**src/rtl/operand_fifo_reg.sv**
```systemverilog
// operand_fifo_reg: small in-order operand buffer between the register file
// read phase (p3 capture strobe) and one ALU operand input.
// It lets register reads run ahead while the ALU stalls.
// Optional build macro OPERAND_FIFO_OVFL_FLAG_EN adds a sticky "overflow"
// output that records a capture dropped because the buffer was full.
module operand_fifo_reg #(
  parameter  int WIDTH = 16,
  parameter  int DEPTH = 4,
  localparam int CNT_W = $clog2(DEPTH + 1)
) (
  input  logic             clock,
  input  logic             reset,
  input  logic             flush,
  input  logic             p3,
  input  logic [WIDTH-1:0] data_from_regfile,
  output logic             in_ready,
  output logic [WIDTH-1:0] data_to_ALU,
  output logic             out_valid,
  input  logic             out_ready,
  output logic [CNT_W-1:0] count
`ifdef OPERAND_FIFO_OVFL_FLAG_EN
  ,
  output logic             overflow
`endif
);

  // DEPTH is a power of two, so pointers wrap by natural overflow.
  localparam int PTR_W = (DEPTH > 1) ? $clog2(DEPTH) : 1;

  logic [WIDTH-1:0] mem [DEPTH];
  logic [PTR_W-1:0] rd_ptr, wr_ptr;
  logic             push, pop;

  // Handshake status and head word, all derived from registered state only.
  always_comb begin
    in_ready    = (count != CNT_W'(DEPTH));
    out_valid   = (count != '0);
    push        = p3 && in_ready;
    pop         = out_valid && out_ready;
    data_to_ALU = out_valid ? mem[rd_ptr] : '0;
  end

  // Pointer and occupancy update; reset beats flush, flush beats push/pop.
  always_ff @(posedge clock) begin
    if (reset || flush) begin
      rd_ptr <= '0;
      wr_ptr <= '0;
      count  <= '0;
    end else begin
      if (push) wr_ptr <= wr_ptr + 1'b1;
      if (pop)  rd_ptr <= rd_ptr + 1'b1;
      case ({push, pop})
        2'b10:   count <= count + 1'b1;
        2'b01:   count <= count - 1'b1;
        default: count <= count;
      endcase
    end
  end

  // Storage write; contents need no reset since out_valid masks the head.
  always_ff @(posedge clock) begin
    if (push && !reset && !flush) mem[wr_ptr] <= data_from_regfile;
  end

`ifdef OPERAND_FIFO_OVFL_FLAG_EN
  // Sticky record of a capture attempted while full; clearing wins over set.
  always_ff @(posedge clock) begin
    if (reset || flush)      overflow <= 1'b0;
    else if (p3 && !in_ready) overflow <= 1'b1;
  end
`endif

endmodule

```
**config.mk**
```make
export PLATFORM = sky130hd
export DESIGN_NAME = operand_fifo_reg
export DESIGN_NICKNAME = d
export VERILOG_FILES = /design/src/rtl/operand_fifo_reg.sv
export SDC_FILE = /design/constraint.sdc
export NUM_CORES = 1
export LEC_CHECK = 0
export ABC_AREA = 1
export CAP_MARGIN = 20
export CORE_UTILIZATION = 35
export DETAILED_ROUTE_END_ITERATION = 12
export MAX_ROUTING_LAYER = met4
export PLACE_DENSITY = 0.6
export SLEW_MARGIN = 15
export SYNTH_ARGS = -nofsm -noshare
export SYNTH_HDL_FRONTEND = slang
export SYNTH_SLANG_ARGS = --single-unit
```
**constraint.sdc**
```tcl
create_clock -name clock -period 4.3 [get_ports clock]
set_input_delay 0.86 -clock clock [delete_from_list [all_inputs] [get_ports clock]]
set_output_delay 0.86 -clock clock [all_outputs]
set_load 0.01 [all_outputs]
```
==> results.sh, run 1 <==
export IMPL_status="complete, no violations"
export IMPL_dp_hpwl_mm=3.558
export IMPL_syn_avg_cell_area_um2=11.56
export IMPL_mostFrequentLayoutCell="nor2_1"
export IMPL_cts_root_buf="clkbuf_8"
export IMPL_cts_tree="done"
export IMPL_routed_top_layer="met4"
export IMPL_synth_cells=263
export IMPL_r2r_end="count[2]$_SDFFE_PP0P_"
export IMPL_syn_num_nets=290
export IMPL_syn_area_mm2=0.003039
export IMPL_synth_warnings=0
export IMPL_met2_length_mm=2.817
export IMPL_r2r_slack_ns=2.46
export IMPL_slowest_delay_ns=0.70
export IMPL_core_mm2=0.008299
export IMPL_wl_met3_um=217
export IMPL_hold_viol_final=0
export IMPL_worstReg2RegStart="count[2]$_SDFFE_PP0P_"
export IMPL_route_detailed_drc=0
export IMPL_nets=336
export IMPL_path_max_fanout=18
export IMPL_cts_buffers_inserted=9
export IMPL_fin_hold_ws_ns=0.5005
export IMPL_p_leak_nw=1.281
export IMPL_routed_wl_mm=5.735
export IMPL_critPathLaunchType="flop"
export IMPL_clock_path_buffers=2
export IMPL_cts_setup_buffers=0
export IMPL_drtAntennaViolNets=0
export IMPL_overflow=0
export IMPL_path_clk_slew_ns=0.07
export IMPL_drtPass1Iterations=4
export IMPL_clock_skew_ns=0.006011
export IMPL_grtUsageTotal_pct=14.43
export IMPL_core_rowCount=33
export IMPL_antenna_found_initial=0
export IMPL_n_antenna_cell=0
export IMPL_finalPower_mw=1.379
export IMPL_worst_pin_slew_ns=0.7396
export IMPL_hp_start="rd_ptr[1]$_SDFFE_PP0P_"
export IMPL_required_ns=3.44
export IMPL_worstSetupPathType="reg2out"
export IMPL_hold_depth=2
export IMPL_grt_max_degree=33
export IMPL_min_to="rd_ptr[1]$_SDFFE_PP0P_"
export IMPL_ys_seq_area_share_pct=69.16
export IMPL_rsz0062_at_grt="no"
export IMPL_period_needed_ns=3.248
export IMPL_chipWidth_um=95.19
export IMPL_synth_top_cells_by_area="edfxtp_1 63%, nor2_1 9.6%, dfxtp_1 5.9%"
export IMPL_path_cells="buf_4, nor2_1, nor2_1, o21ai_1, a21oi_1, clkdlybuf4s50_1"
export IMPL_tns_ns=0
export IMPL_powerDensity_mw_per_mm2=374.2
export IMPL_intPower_mw=1.046
export IMPL_htreeDepth=3
export IMPL_share_comb_of_total_power_pct=8.9
export IMPL_reg2reg_depth=12
export IMPL_vias_per_cell=4.618
export IMPL_cts_sinks=73
export IMPL_die_h_um=95.19
export IMPL_grt_pass1_wl_mm=9.197
export IMPL_setup_violations=0
export IMPL_pwr_share_seq_pct=57.0
export IMPL_slowest_stage="dfxtp_1"
export IMPL_finalCritPeriodShare_pct=75.54
export IMPL_start_util_pct=36.62
export IMPL_path_common_cell="nor2_1"
export IMPL_maxSlewViolCount=0
export IMPL_met1Wirelength_mm=2.576
export IMPL_grt_pass1_vias=1856
export IMPL_drive_above_1_share_pct=8.280
export IMPL_max_slew_margin_rel_pct=50.62
export IMPL_switchingPower_uw=332.4
export IMPL_swShare_pct=24.11
export IMPL_clkPwrFrac_pct=34.1
export IMPL_ys_ff_latch=73
export IMPL_yosysTopAreaCell="edfxtp_1"
export IMPL_initialDrtViolationCount=123
export IMPL_cap_violations=0
export IMPL_fmaxAchievable_ghz=0.3079
export IMPL_cp_top_family="buffers and inverters"
export IMPL_final_cell_mix="78 x nor2_1, 64 x edfxtp_1, 41 x clkdlybuf4s50_1, 24 x o21ai_1, 19 x a21oi_1"
export IMPL_worstSkewPairLatency_ns=0.35
export IMPL_routed_via_count=1935
export IMPL_path_buf_inv=2
export IMPL_synth_top_area_share_pct=63.24
export IMPL_dieArea_mm2=0.009060
export IMPL_area_growth_pct=21.20
export IMPL_min_path_type="reg2reg"
export IMPL_wl_per_cell_um=13.69
export IMPL_io_buffers=41
export IMPL_crit_path_end_kind="output pin"
export IMPL_synthDistinctLibCells=19
export IMPL_place_gp_congestion=0.7403
export IMPL_ctsHoldBuffers=0
export IMPL_cts_resized=0
export IMPL_pin_count=42
export IMPL_worst_ir_drop_vdd_mv=0.1440
export IMPL_cp_arrival_ns=2.39
power by group through the flow:
stage	sequential, mW	clock (mW)	combinational [mW]
after floorplan	0.801	0	0.0612
final	0.786	0.470	0.123
after detailed placement	0.802	0	0.124
after global placement	0.802	0	0.123
after CTS	0.786	0.476	0.125
after global routing	0.787	0.509	0.137
worst register-to-register path, stage by stage (launching register included):
cell and delay, ns:
dfxtp_1 0.39, inv_1 0.11, nand2_4 0.11, nand2_1 0.07, inv_1 0.09, ha_1 0.16
inv_1 0.07, fa_1 0.39, nand2_1 0.08, nand3_1 0.10, nand2_1 0.08, nand2_1 0.05
nor2_1 0.10
state kept, by name (all words and copies together) (netlist names), named ones only:
register  cells
count         3
wr_ptr        2
mem          64
rd_ptr        2
synth_stat cells:
master,count
nor2_1,78
edfxtp_1,64
o21ai_1,24
a21oi_1,19
inv_1,17
nand2_1,14
o21ai_0,10
dfxtp_1,9
buf_6,6
buf_4,5
ha_1,5
nand3_1,4
inv_2,2
a21boi_2,1
fa_1,1
inv_4,1
nand2_4,1
nand3b_1,1
nor2_4,1
layer usage:
layer / track usage, % / vias up
li1: - / 984
met1: 17.24 / 901
met2: 22.74 / 42
met3: 2.871 / 8
met4: 8.207 / 0
met5: - / -
area by class of cell:
| type | instances | area (um2) |
|---|---|---|
| fillers | 764 | 4616 |
| flip-flops and latches | 73 | 2102 |
| multi-input cells | 159 | 754.5 |
| repair buffers | 46 | 447.9 |
| well taps | 105 | 131.4 |
| clock buffers | 9 | 123.9 |
| inverters | 20 | 77.57 |
| clock inverters | 7 | 46.29 |
worst max path at each step:
stage,from,endpoint,slack [ns],cells past startpoint
6_report,flop,data_to_ALU[10],1.05,6
5_1_grt,flop,data_to_ALU[3],0.85,6
4_1_cts,flop,data_to_ALU[4],1.0,5
3_5_place_dp,flop,data_to_ALU[4],1.38,5
3_3_place_gp,flop,data_to_ALU[13],1.38,5
2_1_floorplan,reset,mem[0][0]$_DFFE_PP_,1.90,3
per-stage QoR:
stage	cells	area (um2)	util [%]	worst slack, ns
after floorplan	263	3039	-	1.900
after global placement	403	3513	42.33	1.377
after detailed placement	403	3513	42.33	1.382
after CTS	419	3684	44.38	0.9975
after global routing	419	3684	44.38	0.8503
final	419	3684	44.38	1.052
cells by family (layout without fill, tap and decap cells):
kind of cell    after synthesis  after routing  share of synthesized area [%]
compound gates               54             54                          9.099
buf+inv                      31             82                          6.011
flops                        73             73                          69.16
simple gates                 99             99                          13.01
fa+ha+maj                     6              6                          2.717
Power figures use the tool's default switching activity.
==> run 2, diff against run 1 <==
Settings changed: PLACE_DENSITY 0.6 to 0.62.
Clock period 4.3 ns to 2.6 ns, I/O delays scaled along.
==> results.sh, run 2 (synthesis results as in run 1) <==
export IMPL_grt_pass1_wl_mm=9.025
export IMPL_largest_register_ffs=64
export IMPL_area_growth_pct=25.11
export IMPL_hold_viol_final=0
export IMPL_clock_path_buffers=2
export IMPL_core_mm2=0.008299
export IMPL_io_buffers=41
export IMPL_fin_hold_ws_ns=0.5028
export IMPL_rsz0062_at_grt="yes"
export IMPL_routed_wl_mm=5.693
export IMPL_grt_max_degree=20
export IMPL_htreeDepth=3
export IMPL_drtAntennaViolNets=0
export IMPL_period_needed_ns=2.478
export IMPL_top_regs="mem x64, count x3"
export IMPL_worstSkewPairLatency_ns=0.34
export IMPL_worst_pin_slew_ns=0.3526
export IMPL_overflow=0
export IMPL_initialDrtViolationCount=91
export IMPL_worst_ir_drop_vdd_mv=0.2414
export IMPL_nets=341
export IMPL_route_detailed_drc=0
export IMPL_critPathLaunchType="flop"
export IMPL_grt_pass1_vias=1898
export IMPL_start_util_pct=36.62
export IMPL_drtPass1Iterations=4
export IMPL_die_h_um=95.19
export IMPL_cts_root_buf="clkbuf_8"
export IMPL_wl_per_cell_um=13.43
export IMPL_clock_skew_ns=0.006454
export IMPL_grtUsageTotal_pct=14.16
export IMPL_crit_path_end_kind="output pin"
export IMPL_finalCritPeriodShare_pct=95.32
export IMPL_path_max_fanout=18
export IMPL_cts_sinks=73
export IMPL_cap_violations=0
export IMPL_mostFrequentLayoutCell="nor2_1"
export IMPL_required_ns=2.08
export IMPL_pin_count=42
export IMPL_fmaxAchievable_ghz=0.4035
export IMPL_finalPower_mw=2.556
export IMPL_cts_tree="done"
export IMPL_n_antenna_cell=0
export IMPL_maxSlewViolCount=0
export IMPL_utilization_pct=45.82
export IMPL_cts_setup_buffers=0
export IMPL_min_path_type="reg2reg"
export IMPL_dp_cells=408
export IMPL_num_fill_cells=727
export IMPL_antenna_found_initial=0
export IMPL_dp_hpwl_mm=3.605
export IMPL_max_flop_register="mem"
export IMPL_final_cells=424
export IMPL_dieArea_mm2=0.009060
export IMPL_tns_ns=0
export IMPL_p_leak_nw=1.373
export IMPL_powerDensity_mw_per_mm2=672.1
export IMPL_status="complete, no violations"
export IMPL_drive_above_1_share_pct=9.718
export IMPL_core_rowCount=33
export IMPL_chipWidth_um=95.19
export IMPL_vias_per_cell=4.623
export IMPL_cp_arrival_ns=1.96
export IMPL_final_cell_mix="78 x nor2_1, 64 x edfxtp_1, 39 x clkdlybuf4s50_1, 24 x o21ai_1, 19 x a21oi_1"
export IMPL_setup_violations=0
export IMPL_place_gp_congestion=0.7582
export IMPL_max_slew_margin_rel_pct=76.46
export IMPL_cts_buffers_inserted=9
export IMPL_worstSetupPathType="reg2out"
export IMPL_routed_via_count=1960
export IMPL_path_clk_slew_ns=0.07
## run 2: path summary, 6_finish.rpt
kind                                             start                      to  slack [ns]  cells past startpoint
worst max-delay path                              flop         data_to_ALU[15]        0.12                      5
worst min-delay path            rd_ptr[1]$_SDFFE_PP0P_  rd_ptr[1]$_SDFFE_PP0P_        0.50                      2
worst max register to register   count[2]$_SDFFE_PP0P_   count[2]$_SDFFE_PP0P_        0.77                     13
worst min register to register  rd_ptr[1]$_SDFFE_PP0P_  rd_ptr[1]$_SDFFE_PP0P_        0.50                      2
## run 2: metrics by stage
step	area, um2	setup slack, ns
after global placement	3551	0.3991
final	3802	0.1217
after global routing	3802	-0.02789
after floorplan	3039	0.5403
after detailed placement	3551	0.3434
after CTS	3794	0.07592
## run 2: layer usage
metal | track usage, % | vias up | wire [um]
li1 | - | 996 | -
met1 | 16.47 | 915 | 2515
met2 | 22.80 | 41 | 2858
met3 | 1.675 | 8 | 192
met4 | 9.975 | 0 | 126
met5 | - | - | 0
## run 2: layout make-up
cell class,count,area [um2],share of cell area (%)
inverter,20,77.57,2.040
clock inverter,6,115.1,3.027
sequential,73,2102,55.28
clock buffer,10,127.6,3.356
tap,105,131.4,3.455
multi-input combinational,159,754.5,19.84
timing repair buffer,51,494.2,13.00
## run 2: where the power goes
part	internal [mW]	switching (mW)	total, mW
Sequential	1.29	0.00859	1.30
Clock	0.642	0.406	1.05
Combinational	0.100	0.108	0.209
Total	2.03	0.524	2.56
## run 2: repair_timing
action                     CTS  global route
gates resized for setup      0             3
hold buffers                 0             0
setup endpoints to repair    0             2
## run 2: worst max-delay path, stage by stage, from the launching register on
cell and delay, ns:
dfxtp_1 0.34, inv_2 0.25, buf_4 0.23, o21ai_0 0.09, a21oi_1 0.16, clkdlybuf4s50_1 0.55
==> run 3, diff against run 2 <==
Settings changed: CTS_CLUSTER_SIZE set to 28.
==> results of run 3 <==
Final layout, timing and power as in run 2 (identical DEF).
